### src/rtl/add_acc_pkg.sv
// add_acc_pkg
// Shared definitions for the add_acc_pipe accumulator datapath.
//
// Contents:
//   DEF_*        default DATAWIDTH / AWIDTH / BWIDTH / NCH values
//   MAX_DW       widest DATAWIDTH the shared arithmetic helper handles
//   MAX_CHW      widest channel index the result record can carry
//   acc_result_t result record (channel, sum, overflow flag)
//   add_acc_op   add of two DATAWIDTH-wide values with carry-out or
//                saturation, used by both pipeline stages
package add_acc_pkg;

  localparam int DEF_DATAWIDTH = 8;
  localparam int DEF_AWIDTH    = 32;
  localparam int DEF_BWIDTH    = 16;
  localparam int DEF_NCH       = 4;

  // The helper works on a fixed wide vector so that one function serves
  // every parametrisation; callers keep only the low DATAWIDTH bits.
  localparam int MAX_DW  = 64;
  localparam int MAX_CHW = 8;

  typedef struct packed {
    logic [MAX_CHW-1:0] ch;
    logic [MAX_DW-1:0]  sum;
    logic               ovf;
  } acc_result_t;

  // Adds the low dw bits of x and y. ovf reports the carry out of bit dw-1.
  // With sat set, an overflowing add returns all-ones in the low dw bits
  // instead of the wrapped value; ovf still marks that it happened.
  function automatic acc_result_t add_acc_op(input logic [MAX_DW-1:0] x,
                                             input logic [MAX_DW-1:0] y,
                                             input int unsigned       dw,
                                             input bit                sat);
    logic [MAX_DW-1:0] mask;
    logic [MAX_DW:0]   full;
    acc_result_t       r;
    mask  = ~({MAX_DW{1'b1}} << dw);
    full  = {1'b0, x & mask} + {1'b0, y & mask};
    r.ch  = '0;
    // Both operands are masked, so anything at or above bit dw is the carry.
    r.ovf = |(full >> dw);
    r.sum = full[MAX_DW-1:0] & mask;
    if (sat && r.ovf) begin
      r.sum = mask;
    end
    return r;
  endfunction

endpackage

### src/rtl/add_acc_bank.sv
// add_acc_bank
// Array of NCH accumulators, DATAWIDTH bits each, with one combinational
// read port and one synchronous write port. A synchronous active-low reset
// clears every entry.
//
// Ports:
//   clk      clock, all updates on the rising edge
//   rst      synchronous reset, active low
//   rd_ch    read channel index
//   rd_data  contents of accumulator rd_ch (zero when rd_ch >= NCH)
//   wr_en    write strobe
//   wr_ch    write channel index (ignored when >= NCH)
//   wr_data  value written into accumulator wr_ch
module add_acc_bank #(
  parameter int DATAWIDTH = 8,
  parameter int NCH       = 4,
  parameter int CHW       = 2
) (
  input  logic                 clk,
  input  logic                 rst,
  input  logic [CHW-1:0]       rd_ch,
  output logic [DATAWIDTH-1:0] rd_data,
  input  logic                 wr_en,
  input  logic [CHW-1:0]       wr_ch,
  input  logic [DATAWIDTH-1:0] wr_data
);

  localparam logic [CHW:0] NCH_V = (CHW+1)'(NCH);

  logic [DATAWIDTH-1:0] mem [NCH];
  logic                 rd_ok;
  logic                 wr_ok;

  // When NCH is not a power of two some index codes have no storage behind
  // them; those read as zero and never write.
  assign rd_ok   = ({1'b0, rd_ch} < NCH_V);
  assign wr_ok   = ({1'b0, wr_ch} < NCH_V);
  assign rd_data = rd_ok ? mem[rd_ch] : '0;

  always_ff @(posedge clk) begin
    if (!rst) begin
      for (int i = 0; i < NCH; i++) begin
        mem[i] <= '0;
      end
    end else if (wr_en && wr_ok) begin
      mem[wr_ch] <= wr_data;
    end
  end

endmodule

### src/rtl/add_acc_pipe.sv
// add_acc_pipe
// Two-stage pipelined add-and-accumulate datapath. Stage 1 truncates both
// operands to DATAWIDTH and adds them; stage 2 adds that sum onto one of NCH
// per-channel accumulators (or onto zero when in_clr was set) and presents
// the new value on a registered valid/ready output.
//
// Optional feature: define ADD_ACC_SAT_EN to make both adds saturate to
// all-ones instead of wrapping. The default build wraps modulo 2^DATAWIDTH.
//
// Ports:
//   clk        clock, all updates on the rising edge
//   rst        synchronous reset, active low
//   in_valid   input beat present
//   in_ready   beat accepted this cycle (depends only on out_valid/out_ready)
//   in_ch      target accumulator channel
//   in_clr     ignore the channel's prior sum; result is a+b only
//   a, b       operands; only the low DATAWIDTH bits take part
//   out_valid  result present
//   out_ready  consumer takes the result
//   out_ch     channel the result belongs to
//   c          new accumulator value
//   out_ovf    carry (or saturation) in either add, or channel out of range
module add_acc_pipe
  import add_acc_pkg::*;
#(
  parameter int DATAWIDTH = DEF_DATAWIDTH,
  parameter int AWIDTH    = DEF_AWIDTH,
  parameter int BWIDTH    = DEF_BWIDTH,
  parameter int NCH       = DEF_NCH,
  parameter int CHW       = (NCH > 1) ? $clog2(NCH) : 1
) (
  input  logic                 clk,
  input  logic                 rst,
  input  logic                 in_valid,
  output logic                 in_ready,
  input  logic [CHW-1:0]       in_ch,
  input  logic                 in_clr,
  input  logic [AWIDTH-1:0]    a,
  input  logic [BWIDTH-1:0]    b,
  output logic                 out_valid,
  input  logic                 out_ready,
  output logic [CHW-1:0]       out_ch,
  output logic [DATAWIDTH-1:0] c,
  output logic                 out_ovf
);

`ifdef ADD_ACC_SAT_EN
  localparam bit SAT_EN = 1'b1;
`else
  localparam bit SAT_EN = 1'b0;
`endif

  localparam logic [CHW:0] NCH_V = (CHW+1)'(NCH);

  logic                 advance;

  logic                 s1_valid;
  logic [DATAWIDTH-1:0] s1_sum;
  logic                 s1_c1;
  logic [CHW-1:0]       s1_ch;
  logic                 s1_clr;

  acc_result_t          r1;
  acc_result_t          r2;
  logic                 ch_ok;
  logic [DATAWIDTH-1:0] rd_data;
  logic [DATAWIDTH-1:0] base;
  logic                 acc_wr;
  logic                 unused_bits;

  // Both stages move together: the whole pipe stalls only while a result is
  // waiting on the output and the consumer is not taking it.
  assign advance  = !out_valid || out_ready;
  assign in_ready = advance;

  // The wide casts truncate a wider operand and zero-extend a narrower one;
  // the helper then keeps just the low DATAWIDTH bits.
  always_comb begin
    r1 = add_acc_op(MAX_DW'(a), MAX_DW'(b), DATAWIDTH, SAT_EN);
  end

  // Stage 1 captures whatever sits on the inputs on every advance, so a
  // bubble simply travels down the pipe with s1_valid low.
  always_ff @(posedge clk) begin
    if (!rst) begin
      s1_valid <= 1'b0;
      s1_sum   <= '0;
      s1_c1    <= 1'b0;
      s1_ch    <= '0;
      s1_clr   <= 1'b0;
    end else if (advance) begin
      s1_valid <= in_valid;
      s1_sum   <= r1.sum[DATAWIDTH-1:0];
      s1_c1    <= r1.ovf;
      s1_ch    <= in_ch;
      s1_clr   <= in_clr;
    end
  end

  // Out-of-range channels accumulate onto zero, flag overflow and leave the
  // bank alone. Reading and writing the bank only here is what lets
  // back-to-back beats to one channel see each other without forwarding.
  always_comb begin
    ch_ok  = ({1'b0, s1_ch} < NCH_V);
    base   = (s1_clr || !ch_ok) ? '0 : rd_data;
    r2     = add_acc_op(MAX_DW'(base), MAX_DW'(s1_sum), DATAWIDTH, SAT_EN);
    acc_wr = advance && s1_valid && ch_ok;
  end

  add_acc_bank #(
    .DATAWIDTH (DATAWIDTH),
    .NCH       (NCH),
    .CHW       (CHW)
  ) u_bank (
    .clk     (clk),
    .rst     (rst),
    .rd_ch   (s1_ch),
    .rd_data (rd_data),
    .wr_en   (acc_wr),
    .wr_ch   (s1_ch),
    .wr_data (r2.sum[DATAWIDTH-1:0])
  );

  // The output register only changes on a real beat; bubbles drop out_valid
  // but keep the last c/out_ch/out_ovf on the bus.
  always_ff @(posedge clk) begin
    if (!rst) begin
      out_valid <= 1'b0;
      c         <= '0;
      out_ch    <= '0;
      out_ovf   <= 1'b0;
    end else if (advance) begin
      out_valid <= s1_valid;
      if (s1_valid) begin
        c       <= r2.sum[DATAWIDTH-1:0];
        out_ch  <= s1_ch;
        out_ovf <= s1_c1 | r2.ovf | !ch_ok;
      end
    end
  end

  // High bits of the shared helper's wide result are always zero here.
  assign unused_bits = ^{r1.ch, r1.sum[MAX_DW-1:DATAWIDTH],
                         r2.ch, r2.sum[MAX_DW-1:DATAWIDTH]};

endmodule
### config.mk
export PLATFORM = sky130hd
export DESIGN_NAME = add_acc_pipe
export DESIGN_NICKNAME = d
export VERILOG_FILES = /design/src/rtl/add_acc_pkg.sv /design/src/rtl/add_acc_bank.sv /design/src/rtl/add_acc_pipe.sv
export SDC_FILE = /design/constraint.sdc
export NUM_CORES = 1
export LEC_CHECK = 0
export CAP_MARGIN = 5
export CORE_AREA = 4 4 83 85
export CTS_BUF_LIST = sky130_fd_sc_hd__clkbuf_2 sky130_fd_sc_hd__clkbuf_4 sky130_fd_sc_hd__clkbuf_8
export CTS_CLUSTER_DIAMETER = 60
export CTS_CLUSTER_SIZE = 20
export DETAILED_ROUTE_END_ITERATION = 8
export DIE_AREA = 0 0 87 89
export PLACE_DENSITY = 0.89
export SYNTH_ARGS = -nofsm -noshare
export SYNTH_HDL_FRONTEND = slang
export SYNTH_SLANG_ARGS = --single-unit
### constraint.sdc
create_clock -name clk -period 3.37 [get_ports clk]
set_input_delay 0.674 -clock clk [delete_from_list [all_inputs] [get_ports clk]]
set_output_delay 0.674 -clock clk [all_outputs]
set_load 0.005 [all_outputs]
==> metrics.csv <==
stage;metric;value;unit
place;number of port buffers;35;
worst_setup_path;crit end category;register;
floorplan;Starting Density;50.98;%
global_routing;grt total ovfl;0;
run;maxcap violations;0;
floorplan;FP Rows;29;
clocking;Clock Tree Root;clkbuf_8;
worst_setup_path;Max FO, Critical Path;7;
worst_setup_path;critical path type;register to register;
place;post-place setup slack;0.3726;ns
sta;Hold Violations, Final;0;
sta;final setup margin;0.3298;ns
clocking;cts bufs inserted;9;
worst_setup_path;Critical Path AT;3.27;ns
floorplan;die area;0.007743;sq mm
worst_setup_path;setup slack, reg-to-reg;0.33;ns
sta;Worst Clk Skew;0.007229;ns
clocking;CTS Sinks;59;
finish;multi-input combinational cell area;0.001535;sq mm
logic_synthesis;top cells by count, synth;nor2_1, edfxtp_1, nand2_1;
pwr;leak pwr;0.001465;uW
drt;Iter 0 DRT Violations;227;
pwr;VDD IR max;0.0003292;V
global_routing;vias in the first global route;2512;
logic_synthesis;most frequent cell after synthesis;nor2_1;
floorplan;die width;87;um
logic_synthesis;area fraction of the dominant cell type after synthesis;30.38;%
logic_synthesis;Mapped Avg Cell Area;10.51;sq um
logic_synthesis;Yosys cell types;50;
logic_synthesis;Most used DFF post-synth;edfxtp_1;
worst_hold_path;hold path start;c[3];
global_routing;first-pass GRT wire length;12050;um
place;DP HPWL;5208;um
sta;Final min period;3.040;ns
finish;antenna cell count;0;
drt;residual DRC count;0;
sta;Max-slew headroom;60.05;%
logic_synthesis;Async SR Flop Fraction;0;%
logic_synthesis;sequential-to-total area share from yosys stat;47.47;%
logic_synthesis;synth top area cells;edfxtp_1, dfxtp_1, ha_1, mux4_2, nor2_1;
sta;worst slew pin tran;0.5992;ns
drt;wire per inst;17.43;um
logic_synthesis;Synth Instances;301;
sta;Setup TNS Final;0;ns
logic_synthesis;Synth Register Bits;59;
clocking;H-tree depth;3;
place;RePlAce Congestion;0.8036;
clocking;CTS Buffer Depth;2;
clocking;hold_buf cts;0;
sta;RSZ-0062 raised after global routing;false;
drt;TritonRoute pass-1 iters;5;
pwr;Design Power;1773;uW
finish;Final #Nets;413;
worst_hold_path;WHS Endpoint;c[3];
clocking;Skew-Pair Late Insertion Delay;0.34;ns
drt;Vias;2492;
drt;Antenna Violating Nets Remaining;0;
finish;area grow syn2layout;18.55;%
worst_hold_path;hold path cells;2;
logic_synthesis;yosys synthesis warning count;0;
worst_setup_path;Startpoint Class;register;
floorplan;I/O pin total;68;
floorplan;height of the die;89;um
finish;Filler Cell Count;485;
logic_synthesis;EDFF count, synth;32;
worst_hold_path;Min-Delay Path Class;register to register;
outcome;outcome;complete, no violations;
logic_synthesis;Synth Net Count;374;
sta;Max Freq;328.9;MHz
drt;via density per instance;5.905;
logic_synthesis;area of the mapped netlist;0.003163;sq mm
worst_setup_path;path depth of the worst reg2reg path;9;
clocking;PostCTS Resize Cnt;0;
global_routing;largest net degree at the start of global routing;19;
global_routing;All-Layer GR Usage;20.72;%
clocking;Worst-path clk slew;0.07;ns
clocking;CTS tree;done;
sta;crit share post-route;90.21;%
floorplan;Core Area;0.006205;sq mm
sta;Final Setup Violations;0;
sta;Slew Limit Fails;0;
pwr;power per cell area;472.9;mW/mm^2
clocking;Post-CTS Setup Inserts;0;
worst_setup_path;FF-to-FF End;out_ovf;
logic_synthesis;leading area contributor after synthesis;edfxtp_1;
global_routing;initial antenna violation count;0;
finish;share of post-route cells with drive strength above 1;13.04;%
finish;FF/Latch Area;0.001501;sq mm
drt;final wirelength;7357;um
worst_setup_path;CP required;3.60;ns
==> power breakdown <==
| part | total, uW | switching (uW) | leakage (uW) | internal [uW] |
|---|---|---|---|---|
| clock | 550 | 282 | 0.0000906 | 268 |
| sequential | 837 | 29.5 | 0.000554 | 807 |
| combinational | 387 | 210 | 0.000820 | 177 |
| total | 1770 | 521 | 0.00147 | 1250 |
==> per-stage QoR <==
| step | std cells | instance area [sq um] | utilization (%) | hold WS, ns |
|---|---|---|---|---|
| 2_1_floorplan | 301 | 3163 | - | 0.4362 |
| 3_3_place_gp | 406 | 3586 | 57.79 | 0.4471 |
| 3_5_place_dp | 406 | 3586 | 57.79 | 0.4547 |
| 4_1_cts | 422 | 3750 | 60.44 | 0.4613 |
| 5_1_grt | 422 | 3750 | 60.44 | 0.4938 |
| 6_report | 422 | 3750 | 60.44 | 0.4610 |
==> routing by layer <==
layer	global-route usage [%]	share of wire [%]	up-vias
met5	0	0	-
met3	2.581	5.5	13
met1	25.99	41	1205
met4	9.773	1.6	0
li1	-	-	1194
met2	35.68	52	80
==> critical path, stage by stage, from the launching register on <==
cell     delay (ns)
dfxtp_1        0.58
mux4_2         0.56
nor2b_1        0.14
ha_1           0.22
inv_1          0.07
fa_1           0.21
nor2b_1        0.09
o31ai_2        0.35
a21oi_1        0.29
o311a_1        0.42
==> worst max path at each step <==
stage             start      end  cells past startpoint
5_1_grt        register  out_ovf                      9
4_1_cts        register  out_ovf                      9
6_report       register  out_ovf                      9
3_3_place_gp   register  out_ovf                      9
3_5_place_dp   register  out_ovf                      9
2_1_floorplan  register  out_ovf                     10
==> state kept, by name, indices dropped and copies added (netlist names), 2 cells and up, named ones only <==
register,cells
out_ch,2
u_bank.mem,32
s1_sum,8
c,8
s1_ch,2
==> cell usage in the layout (no fill, tap or decap), types with 2 or more instances in the layout <==
| cell type | n |
|---|---|
| and2_1 | 3 |
| nand3_1 | 8 |
| clkbuf_8 | 9 |
| dfxtp_1 | 27 |
| clkinv_2 | 5 |
| edfxtp_1 | 32 |
| ha_1 | 16 |
| fa_1 | 2 |
| a211o_1 | 8 |
| o21a_1 | 5 |
| a21oi_1 | 24 |
| or2_2 | 2 |
| nand2_1 | 31 |
| o211ai_1 | 2 |
| a311oi_2 | 2 |
| nand4b_1 | 6 |
| clkdlybuf4s50_1 | 35 |
| nand4_1 | 2 |
| nor2_1 | 34 |
| o21ai_0 | 6 |
| a21o_1 | 8 |
| inv_1 | 6 |
| nor2b_1 | 9 |
| buf_4 | 10 |
| o31ai_1 | 2 |
| or3_1 | 5 |
| mux4_2 | 7 |
| or3b_1 | 2 |
| nor3_1 | 9 |
| a211oi_1 | 6 |
==> cell type report <==
cell class              count  area share (%)
repair buffers             45           11.34
clock inverters             6          0.8675
clock buffers              10           3.504
flip-flops and latches     59           40.04
well taps                  77           2.569
inverters                   7          0.7341
multi-input cells         218           40.94
==> cells by family after synthesis <==
kind of cell / synth area share, %
mux: 5.301
flops: 47.47
buf+inv: 3.995
xor+xnor: 0.5539
simple gates: 18.67
compound gates: 16.42
fa+ha+maj: 7.595
Note: power is estimated with default switching activity, not from simulation.
